--- src/rtl/permute_pkg.sv ---
// Shared types and widths for the Permute round scheduler and its memory port mux.
package permute_pkg;

  localparam int ADR_W  = 6;
  localparam int LANE_W = 25;
  localparam int RND_W  = 5;

  typedef enum logic [2:0] {
    S_IDLE   = 3'd0,
    S_HOST   = 3'd1,
    S_START  = 3'd2,
    S_RUN    = 3'd3,
    S_FINISH = 3'd4
  } state_t;

endpackage

--- src/rtl/permute_scheduler_if.sv ---
// One 25-bit Memory port: address, write data, read and write strobes.
interface permute_scheduler_if;
  import permute_pkg::*;

  logic [ADR_W-1:0]  adr;
  logic [LANE_W-1:0] din;
  logic              r;
  logic              w;

  modport master (output adr, din, r, w);
  modport slave  (input  adr, din, r, w);

endinterface

--- src/rtl/mem_port_mux.sv ---
// Combinational owner select for the Memory port; drives zeros when nobody owns it.
module mem_port_mux (
  input  logic                   sel_host,
  input  logic                   sel_perm,
  permute_scheduler_if.slave     host,
  permute_scheduler_if.slave     perm,
  permute_scheduler_if.master    mem
);

  always_comb begin
    // NOTE: every output gets a default first so no path leaves it unassigned (no latch).
    mem.adr = '0;
    mem.din = '0;
    mem.r   = 1'b0;
    mem.w   = 1'b0;
    if (sel_host) begin
      mem.adr = host.adr;
      mem.din = host.din;
      mem.r   = host.r;
      mem.w   = host.w;
    end else if (sel_perm) begin
      mem.adr = perm.adr;
      mem.din = perm.din;
      mem.r   = perm.r;
      mem.w   = perm.w;
    end
  end

endmodule

--- src/rtl/permute_scheduler.sv ---
// Round sequencer for Permute with per-round watchdog; arbitrates the Memory port
// between the host (load/unload) and Permute.
module permute_scheduler
  import permute_pkg::*;
#(
  parameter int unsigned ROUNDS  = 24,
  parameter int unsigned TIMEOUT = 1024,
  parameter bit          MODE    = 1'b1
) (
  input  logic                clock,
  input  logic                reset,
  input  logic                go,
  output logic                busy,
  output logic                finished,
  output logic                err,
  output logic [RND_W-1:0]    round,
  input  logic                host_req,
  output logic                host_gnt,
  output logic                perm_start,
  input  logic                perm_done,
  permute_scheduler_if.slave  host,
  permute_scheduler_if.slave  perm,
  permute_scheduler_if.master mem,
  output logic                mode
);

  localparam int WD_W = $clog2(TIMEOUT + 1);
  localparam logic [WD_W-1:0]  WD_LAST  = WD_W'(TIMEOUT - 1);
  localparam logic [RND_W-1:0] RND_LAST = RND_W'(ROUNDS - 1);

  state_t          state;
  logic [WD_W-1:0] wd;
  logic            done_q;

  // A zero watchdog marks the first RUN cycle, where a done left over from the
  // previous round must not count.
  assign done_q = perm_done && (wd != '0);

  // NOTE: state is updated with non-blocking assignments so every flop sees pre-edge values.
  always_ff @(posedge clock or negedge reset) begin
    if (!reset) begin
      state      <= S_IDLE;
      round      <= '0;
      err        <= 1'b0;
      wd         <= '0;
      busy       <= 1'b0;
      finished   <= 1'b0;
      host_gnt   <= 1'b0;
      perm_start <= 1'b0;
    end else begin
      perm_start <= 1'b0;
      finished   <= 1'b0;
      case (state)
        S_IDLE: begin
          if (go) begin
            state      <= S_START;
            err        <= 1'b0;
            round      <= '0;
            busy       <= 1'b1;
            perm_start <= 1'b1;
          end else if (host_req) begin
            state    <= S_HOST;
            host_gnt <= 1'b1;
          end
        end
        S_HOST: begin
          if (!host_req) begin
            state    <= S_IDLE;
            host_gnt <= 1'b0;
          end
        end
        S_START: begin
          state <= S_RUN;
          wd    <= '0;
        end
        S_RUN: begin
          // Done is checked before the watchdog so it wins a same-edge tie.
          if (done_q) begin
            wd <= '0;
            if (round == RND_LAST) begin
              state    <= S_FINISH;
              finished <= 1'b1;
            end else begin
              state      <= S_START;
              round      <= round + 1'b1;
              perm_start <= 1'b1;
            end
          end else if (wd == WD_LAST) begin
            state <= S_IDLE;
            err   <= 1'b1;
            round <= '0;
            busy  <= 1'b0;
            wd    <= '0;
          end else begin
            wd <= wd + 1'b1;
          end
        end
        S_FINISH: begin
          state <= S_IDLE;
          round <= '0;
          busy  <= 1'b0;
        end
        default: begin
          state    <= S_IDLE;
          busy     <= 1'b0;
          host_gnt <= 1'b0;
        end
      endcase
    end
  end

  mem_port_mux u_mux (
    .sel_host (state == S_HOST),
    .sel_perm ((state == S_START) || (state == S_RUN)),
    .host     (host),
    .perm     (perm),
    .mem      (mem)
  );

  assign mode = MODE;

endmodule

--- src/flat_wrapper.sv ---
// flat-port wrapper written by rule: the top's interface ports become plain ports
module permute_scheduler_flat import permute_pkg::*;
#(
  parameter int unsigned ROUNDS  = 24,
  parameter int unsigned TIMEOUT = 1024,
  parameter bit          MODE    = 1'b1
)
  (clock, reset, go, busy, finished, err, round, host_req, host_gnt, perm_start, perm_done, mode, host_adr, host_din, host_r, host_w, perm_adr, perm_din, perm_r, perm_w, mem_adr, mem_din, mem_r, mem_w);
  permute_scheduler_if host_i ();
  permute_scheduler_if perm_i ();
  permute_scheduler_if mem_i ();
  input  logic clock;
  input  logic reset;
  input  logic go;
  output logic busy;
  output logic finished;
  output logic err;
  output logic [RND_W-1:0] round;
  input  logic host_req;
  output logic host_gnt;
  output logic perm_start;
  input  logic perm_done;
  output logic mode;
  input wire logic [$bits(host_i.adr)-1:0] host_adr;
  input wire logic [$bits(host_i.din)-1:0] host_din;
  input wire logic [$bits(host_i.r)-1:0] host_r;
  input wire logic [$bits(host_i.w)-1:0] host_w;
  input wire logic [$bits(perm_i.adr)-1:0] perm_adr;
  input wire logic [$bits(perm_i.din)-1:0] perm_din;
  input wire logic [$bits(perm_i.r)-1:0] perm_r;
  input wire logic [$bits(perm_i.w)-1:0] perm_w;
  output wire logic [$bits(mem_i.adr)-1:0] mem_adr;
  output wire logic [$bits(mem_i.din)-1:0] mem_din;
  output wire logic [$bits(mem_i.r)-1:0] mem_r;
  output wire logic [$bits(mem_i.w)-1:0] mem_w;
  assign host_i.adr = host_adr;
  assign host_i.din = host_din;
  assign host_i.r = host_r;
  assign host_i.w = host_w;
  assign perm_i.adr = perm_adr;
  assign perm_i.din = perm_din;
  assign perm_i.r = perm_r;
  assign perm_i.w = perm_w;
  assign mem_adr = mem_i.adr;
  assign mem_din = mem_i.din;
  assign mem_r = mem_i.r;
  assign mem_w = mem_i.w;
  permute_scheduler #(.ROUNDS(ROUNDS), .TIMEOUT(TIMEOUT), .MODE(MODE)) u_core (.clock(clock), .reset(reset), .go(go), .busy(busy), .finished(finished), .err(err), .round(round), .host_req(host_req), .host_gnt(host_gnt), .perm_start(perm_start), .perm_done(perm_done), .host(host_i), .perm(perm_i), .mem(mem_i), .mode(mode));
endmodule
--- config.mk ---
export PLATFORM = sky130hd
export DESIGN_NAME = permute_scheduler_flat
export DESIGN_NICKNAME = d
export VERILOG_FILES = /design/src/rtl/permute_pkg.sv /design/src/rtl/permute_scheduler_if.sv /design/src/rtl/mem_port_mux.sv /design/src/rtl/permute_scheduler.sv /design/src/flat_wrapper.sv
export SDC_FILE = /design/constraint.sdc
export NUM_CORES = 1
export LEC_CHECK = 0
export ABC_AREA = 1
export ABC_CLOCK_PERIOD_IN_PS = 1600
export BUFFER_PORTS_ARGS = -buffer_cell sky130_fd_sc_hd__buf_4
export CAP_MARGIN = 10
export CORE_MARGIN = 4
export CORE_UTILIZATION = 42
export DETAILED_ROUTE_END_ITERATION = 6
export HOLD_SLACK_MARGIN = 0.05
export PLACE_DENSITY_LB_ADDON = 0.3
export SYNTH_ARGS = -nofsm -noshare
export SYNTH_HDL_FRONTEND = slang
export SYNTH_SLANG_ARGS = --single-unit
--- constraint.sdc ---
create_clock -name clock -period 1.6 [get_ports clock]
set_input_delay 0.16 -clock clock [delete_from_list [all_inputs] [get_ports clock]]
set_output_delay 0.16 -clock clock [all_outputs]
set_load 0.01 [all_outputs]
; ---- Word-level counts from Yosys, hierarchy flattened
; Index checks and enable logic that the tools add are counted.
[totals]
regBits = 24
word_cells = 83
[classes]
addsub = 2
eq_ne = 15
mux = 42
n_bitwise = 2
reduce_logical = 14
[ops]
columns = op, n
row1 = 25-bit two-way mux, 2
row2 = 11-bit two-way mux, 2
row3 = 11-bit case mux with 2 select lines, 1
row4 = 5-bit two-way mux, 4
row5 = 1-bit two-way mux, 19
row6 = 3-bit two-way mux, 6
row7 = 4-bit AND reduction, 4
row8 = 5-bit case mux with 3 select lines, 1
row9 = 6-bit two-way mux, 2
row10 = 3-bit case mux with 4 select lines, 1
row11 = "11-bit by 1-bit adder with 11-bit output, second input constant", 1
row12 = "11-bit by 10-bit equality test with 1-bit output, second input constant", 1
row13 = 11-bit nonzero test, 1
row14 = "2-bit inequality test, second input constant", 5
row15 = "3-bit by 2-bit equality test with 1-bit output, second input constant", 2
row16 = "3-bit inequality test, second input constant", 2
row17 = 1-bit case mux with 3 select lines, 2
row18 = "5-bit by 1-bit adder with 5-bit output, second input constant", 1
row19 = "5-bit equality test, second input constant", 1
row20 = 1-bit case mux with 2 select lines, 2
row21 = 2-bit nonzero test, 2
row22 = "3-bit by 1-bit equality test with 1-bit output, second input constant", 1
row23 = "3-bit equality test, second input constant", 1
row24 = 3-bit zero test, 1
row25 = 9 further kinds, 10

; ---- Longest topological paths before layout
; Gate-level depths: netlist (run 1).
[logic_depth]
word_depth = 4
ltp_mapped = 12
depth_no_buf = 12

; ---- Modules after synthesis
; From an unflattened synthesis (run 1), not the netlist that was laid out.
[unflattened]
hier_cells = 294
hier_area_um2 = 1999.4
[by_module_without_submodules]
columns = module, n_inst, cells_per_inst, area_each_um2
row1 = permute_scheduler, 1, 183, 1413.9
row2 = mem_port_mux, 1, 111, 585.6

; ---- Least setup slack after synthesis (run 1)
; No wires, ideal clock.
[synth_timing]
kind = reg-to-reg
startpoint = reg u_core.wd[0]
endpoint = reg u_core.round[3]
arrival_ns = 1.313
required_time_ns = 1.483
path_slack_ns = 0.170
stages_incl_launch_ff = 12
n_path_buf = 0
synth_period_minus_slack_ns = 1.430
cell_sequence = dfrtp_1 inv_1 ha_1 inv_1 nor2_1 nand2_1 o21bai_2 nand2_1 nand2_2 nand2_4 nand2_1 nand2_1
[synth_via]
elab_chain_len = 4
[synth_rtl]
columns = item, line
row1 = "start, declared", permute_scheduler.sv:32  ; logic [WD_W-1:0] wd;
row2 = "start signal, assigned", permute_scheduler.sv:95  ; wd <= wd + 1'b1;
row3 = 11-bit nonzero test, permute_scheduler.sv:37  ; assign done_q = perm_done && (wd != '0);
row4 = 1-bit logical AND, permute_scheduler.sv:37
row5 = 3-bit inequality test (no source line) (tied with other cells), -
row6 = 4-bit AND reduction (no source line) or 5-bit case mux with 3 select lines (tied branches), -
row7 = "end signal, assigned", permute_scheduler.sv:85  ; round <= round + 1'b1;
row8 = "end, declared", permute_scheduler.sv:16  ; output logic [RND_W-1:0] round,
; Parallel ways exist; a longest one is shown, timed or not.
; A chain may end at the register's enable or synchronous reset.

; ---- Worst setup path in the final report (run 1)
[layout_timing]
startpoint = reg u_core.state[1]
endpoint = out mem_din[14]
[layout_via]
elab_chain_len = 4
[layout_rtl]
columns = item, line
row1 = "start, declared", permute_scheduler.sv:31  ; state_t state;
row2 = "start signal, assigned", permute_scheduler.sv:42  ; state <= S_IDLE;
row3 = "start signal, assigned", permute_scheduler.sv:56  ; state <= S_START;
row4 = "start signal, assigned", permute_scheduler.sv:62  ; state <= S_HOST;
row5 = 3-bit by 2-bit equality test with 1-bit output, permute_scheduler.sv:114  ; .sel_perm ((state == S_START) || (state == S_RUN)),
row6 = 1-bit logical OR, permute_scheduler.sv:114
row7 = 25-bit two-way mux, mem_port_mux.sv:21  ; end else if (sel_perm) begin
row8 = 25-bit two-way mux (*), mem_port_mux.sv:16  ; if (sel_host) begin
row9 = "end, declared", flat_wrapper.sv:33  ; output wire logic [$bits(mem_i.din)-1:0] mem_din;
; Mark *: on every way between the ends. The rest lies on a longest branch, timed or not.

==> results of run 1 <==
[worst min-delay path, cell delays in order]
cell and delay, ns:
buf_4 0.09, nand2_1 0.07, nand2_1 0.07
[sequential cells by signal (all words and copies together), names as in the netlist]
register / count
u_core.perm_start: 1
u_core.host_gnt: 1
u_core.err: 1
u_core.finished: 1
u_core.wd: 11
u_core.state: 3
u_core.busy: 1
u_core.round: 5
[power by group through the flow]
stage	Combinational (mW)	Sequential (mW)	Clock [mW]
2_1_floorplan	1.53	0.827	0
3_3_place_gp	2.71	0.809	0
3_5_place_dp	2.75	0.812	0
4_1_cts	2.83	0.805	0.547
5_1_grt	3.76	0.816	0.580
6_report	3.54	0.804	0.549
[stage by stage]
step / power (mW) / worst slack (ns) / std cells
3_3_place_gp: 3.523 / 0.1031 / 380
4_1_cts: 4.183 / -0.05045 / 388
5_1_grt: 5.161 / -0.1588 / 405
2_1_floorplan: 2.359 / 0.1696 / 223
3_5_place_dp: 3.563 / 0.03479 / 380
6_report: 4.888 / -0.09344 / 405
[path summary, 6_finish.rpt]
kind	endpoint	slack, ns	start	cells after the start
max reg2reg	u_core.round[1]	-0.03	u_core.state[2]	11
max in group asynchronous	u_core.state[1]	1.03	reset	2
min	u_core.perm_start	0.14	go	3
min in group asynchronous	u_core.wd[5]	0.31	reset	2
min reg2reg	u_core.busy	0.50	u_core.busy	2
max	mem_din[14]	-0.09	u_core.state[1]	5
[routing by layer]
layer	wire, um	share of wire	vias to the layer above
met5	0	0	-
met4	210	0.030	0
met3	562	0.080	21
met2	3703	0.53	126
met1	2564	0.36	1065
li1	-	-	1025
[cells by family after synthesis]
family,Yosys count,synth area share
other cells,1,0.002188
flops,24,0.3504
simple gates,102,0.2752
fa+ha+maj,3,0.02190
compound gates,50,0.2292
buf+inv,36,0.08540
xor+xnor,7,0.03577
[placed cells by master, fill, tap and decap left out, drive strengths merged, types with 5 or more instances in the layout]
master  instances
xor2            6
dfrtp          24
nand3          17
inv            28
a22o           33
nand2          50
a21oi           8
nor2           30
clkbuf          5
buf           134
[layout make-up]
cell class / instances / area (um2) / share of cell area
flip-flops and latches: 24 / 601.8 / 0.1980
repair buffers: 137 / 1122 / 0.3693
multi-input cells: 164 / 1071 / 0.3524
well taps: 48 / 60.06 / 0.01976
inverters: 28 / 112.6 / 0.03705
clock buffers: 3 / 41.29 / 0.01359
clock inverters: 1 / 30.03 / 0.009881
[what timing repair did]
item,CTS,global route
gates resized for setup,5,28
endpoints found under the hold margin,24,0
buffers inserted,3,13
setup endpoints to repair,33,51
gates cloned,0,4
hold buffers,1,0
pin swaps,2,13
==> run summary, run 1 <==
Slew Viols, Final = 0
WL/cell = 17.38 um
max-cap viol count = 0
CP max stage delay = 0.45 ns
Worst Path Max Fanout = 8
post-route ant nets = 0
status = complete, but fails checks
first-pass GRT wire length = 9.349 mm
met2 Use GR = 0.3735
post-synthesis sequential area ratio = 0.3504
Combinational Power Share = 0.723
top cell type's share of synthesized area = 0.3504
n_diodes = 0
clk_lat worst skew = 0.28 ns
Clk pwr share = 0.112
Worst VDD drop = 0.001115 V
via count = 2237
dpl cell area = 2645 um2
final core occ = 0.8001
share of power burned in registers = 0.165
# rows = 22
Cells after Synth = 223
top-count cell post-synth = nand2_1
core area = 3799 um2
mapped cell area = 1714 um2
Lkg Pwr = 1.626 nW
RSZ-0062 raised after global routing = true
I/O pins = 115
Startpoint Class = register
WHS = 0.1402 ns
failing checks = negative setup slack
Mean Syn Cell Area = 7.687 um2
Die Wd = 71.89 um
final worst path period share = 1.058
initial DRC count = 216
Longest Clk Path Bufs = 2
CP cell instances = nor3_4, buf_12, clkbuf_16, a22o_1, buf_4
final wirelength = 7.040 mm
top cells by area, synth = dfrtp_1, a22o_1, nand2_1
Setup TNS Final = -1.957 ns
Critical Path AT = 1.53 ns
sw frac = 0.4256
IO buf count = 113
WS Path Type = reg2out
die area = 5167 um2
clock sinks = 24
area leader, netlist = dfrtp_1
Hold Vio Cnt, Final = 0
drt via density = 5.523
Pwr per Cell Area = 1608 nW/um2
area grow syn2layout = 77.30%
CP bufs+invs = 3
Final GP Congestion = 0.8571
grt ovf = 0
final worst path period need = 1.693 ns
TritonCTS buffer count = 3
Crit-path slowest cell = dfrtp_2
gr busiest metal = met2
number of global-route vias before repair = 1905
CP Capture Type = output port
Synth cell types = 30
Net Switching = 2.080 mW
Hold/Removal Path Class = in2reg
internal cell power = 2.808 mW
clk_skew = 0.004444 ns
met1 Track Usage GR = 0.2903
DIE HEIGHT = 71.89 um
CTS tree = built
largest net degree at the start of global routing = 33
Synth Warn # = 0
met3 Use GR = 0.05610
Synth Net Count = 297
Setup Viol. Count Final = 35
H-tree levels = 1
Max Freq = 0.5905 GHz
worst path required time = 1.44 ns
Detailed Place HPWL = 4.669 mm
initial antenna violation count = 0
fillcell total = 241
ratio of cells with drive above 1 in the final layout = 0.4930
asr flop ratio synth = 1.000
DRC viols = 0
drt pass-1 iters = 5
Final Cell Area = 3039 um2
cell family contributing the most delay on the critical path = flip-flops
Root Buffer = clkbuf_8
initial core utilization = 0.4513
list of most frequent post-synthesis cells = nand2_1, a22o_1, nor2_1
Worst-path clk slew = 0.09 ns
Nets = 432
final worst slack = -0.09344 ns
EDFF count, synth = 0
GRT Overall Usage = 0.2249
synthesized flop and latch total = 24
commonest register cell after synthesis = dfrtp_1
Note: power is estimated with default switching activity, not from simulation.
==> run 2, diff against run 1 <==
- CORE_UTILIZATION: 42 -> 44
- SYNTH_HIERARCHICAL: not set -> 1
==> run summary, run 2 <==
status = complete, but fails checks
failing checks = negative setup slack
WL/cell = 15.48 um (-11%)
top cells by area, synth = dfrtp_1, nand2_1, nand3_1
Overall Power = 5.540 mW (+13%)
cell family contributing the most delay on the critical path = buffers and inverters
RSZ-0062 raised after global routing = true
Biggest register = u_core/wd
hold path startpoint = host_req
number of flip-flops in the largest register = 11 (unchanged)
Worst Path Max Fanout = 9 (+1)
CP cell instances = buf_6, nor2_4, buf_6, clkbuf_16, nand3_1, nand2_1, buf_4
final core occ = 0.7897 (-0.01040)
Slew Viols, Final = 0 (unchanged)
final worst path period need = 1.701 ns (+0.007285 ns)
CP Capture Type = output port
most common cell after layout, fill and taps aside = buf_4
Crit-path slowest cell = dfrtp_1
Mean Syn Cell Area = 6.801 um2 (-12%)
Worst VDD drop = 0.001659 V (+49%)
Die Wd = 75.41 um (+4.9%)
WS Path Type = reg2out
largest net degree at the start of global routing = 34 (+3.0%)
Longest Clk Path Bufs = 2 (unchanged)
top cell type's share of synthesized area = 0.3004 (-0.04999)
initial antenna violation count = 0 (unchanged)
clock sinks = 24 (unchanged)
Pwr per Cell Area = 1600 nW/um2 (-0.50%)
TritonCTS buffer count = 3 (unchanged)
Root Buffer = clkbuf_8
Max Freq = 0.5880 GHz (-0.43%)
drt via density = 5.223 (-5.4%)
clk_lat worst skew = 0.27 ns (about the same)
clk_skew = 0.004075 ns (-0.0003686 ns)
Startpoint Class = register
grt ovf = 0 (unchanged)
Cells after Synth = 294 (+32%)
Nets = 512 (+19%)
n_diodes = 0 (unchanged)
core area = 4384 um2 (+15%)
# rows = 24 (+9.1%)
max-cap viol count = 0 (unchanged)
GRT Overall Usage = 0.2302 (+0.005300)
top-count cell post-synth = nand2_1
die area = 5687 um2 (+10%)
dpl cell area = 2964 um2 (+12%)
CP startpoint = u_core/state[2]
Multi-input gate area = 1300 um2 (+21%)
number of global-route vias before repair = 2268 (+19%)
Setup Viol. Count Final = 34 (-2.9%)
Critical Path AT = 1.54 ns (about the same)
post-route ant nets = 0 (unchanged)
initial core utilization = 0.4561 (+0.004799)
Final GP Congestion = 0.8506 (-0.76%)
Hold Vio Cnt, Final = 0 (unchanged)
H-tree levels = 1 (unchanged)
final worst slack = -0.1007 ns (-0.007285 ns)
area grow syn2layout = 73.15%
DIE HEIGHT = 75.41 um (+4.9%)
CP bufs+invs = 4 (+1)
Hold/Removal Path Class = in2reg
drt pass-1 iters = 5 (unchanged)
final non-filler cell total = 488 (+20%)
CP dominant cell by count = buf_6
Largest regs = u_core/wd: 11 flops, u_core/round: 5 flops, u_core/state: 3 flops
asr flop ratio synth = 1.000 (unchanged)
worst path required time = 1.44 ns (about the same)
fillcell total = 288 (+20%)
post-synthesis sequential area ratio = 0.3004 (-0.04999)
Setup TNS Final = -1.656 ns (+0.3010 ns)
dpl ws = -0.01177 ns (-0.04656 ns)
IO buf count = 113 (unchanged)
most frequent cells in the layout = buf_4, nand2_1, nand3_1
Synth Warn # = 6 (+6)
commonest register cell after synthesis = dfrtp_1
Sequential cell area = 600.6 um2 (-0.21%)
Worst-path clk slew = 0.08 ns (about the same)
Detailed Place HPWL = 4.891 mm (+4.8%)
mapped cell area = 1999 um2 (+17%)
launch point of the worst reg-to-reg path = u_core/wd[0]
list of most frequent post-synthesis cells = nand2_1, nand3_1, inv_1
DRC viols = 0 (unchanged)
final worst path period share = 1.063 (+0.004553)
via count = 2549 (+14%)
first-pass GRT wire length = 10.26 mm (+9.7%)
Synth Net Count = 368 (+24%)
CP max stage delay = 0.41 ns (-0.04 ns)
Lkg Pwr = 1.893 nW (+16%)
CTS tree = built
Synth cell types = 34 (+13%)
synthesized flop and latch total = 24 (unchanged)
initial DRC count = 161 (-25%)
area leader, netlist = dfrtp_1
EDFF count, synth = 0 (unchanged)
I/O pins = 115 (unchanged)
ratio of cells with drive above 1 in the final layout = 0.4885 (-0.004465)
WHS = 0.1987 ns (+0.05852 ns)
final wirelength = 7.555 mm (+7.3%)
Final Cell Area = 3462 um2 (+14%)
total placed cells including tap cells = 465 (+22%)
-- run 2: cell families after synthesis --
kind of cell	synth area share
XOR/XNOR	0.02628
adder cells (fa/ha/maj)	0.01878
buffers and inverters	0.1277
other	0.001876
AND/OR/NAND/NOR	0.4794
flip-flops	0.3004
AO/OA/AOI/OAI	0.04568
-- run 2: worst paths after layout --
| kind | to | slack, ns | cells after the start |
|---|---|---|---|
| max | mem_adr[2] | -0.10 | 7 |
| min | u_core/state[0] | 0.20 | 3 |
| max reg2reg | u_core/round[1] | 0 | 11 |
| min reg2reg | u_core/busy | 0.49 | 2 |
| max in group asynchronous | u_core/wd[5] | 1.04 | 2 |
| min in group asynchronous | u_core/round[0] | 0.32 | 2 |
-- run 2: area by class of cell --
cell class / count / share of cell area
Clock buffer: 3 / 0.01193
Inverter: 33 / 0.04012
Multi-Input combinational cell: 225 / 0.3755
Sequential cell: 24 / 0.1735
Tap cell: 52 / 0.01879
Timing Repair Buffer: 151 / 0.3802
-- run 2: where the power goes --
| group | internal (mW) | total, mW | switching (mW) |
|---|---|---|---|
| sequential | 0.714 | 0.811 | 0.0966 |
| combinational | 2.13 | 4.37 | 2.24 |
| clock | 0.169 | 0.360 | 0.191 |
| total | 3.01 | 5.54 | 2.53 |
-- run 2: tightest hold or removal path, delay by kind of cell --
| kind | cells | cell delay [ns] |
|---|---|---|
| buffers and inverters | 1 | 0.11 |
| and+or+nand+nor | 1 | 0.10 |
| AOI/OAI and AO/OA | 1 | 0.06 |
-- run 2: what timing repair did --
item,CTS,global route
hold buffers,1,0
gates cloned,3,2
pin swaps,2,13
setup buffers,9,5
resized for setup,11,55
endpoints found under the setup margin,42,49
hold endpoints to repair,24,0
-- run 2: per-layer routing --
metal / vias up / global-route usage / wire length [um]
met2: 117 / 0.4104 / 3988
met4: 0 / 0.09515 / 156
met5: - / 0 / 0
met3: 15 / 0.04617 / 669
li1: 1232 / - / -
met1: 1185 / 0.2680 / 2740
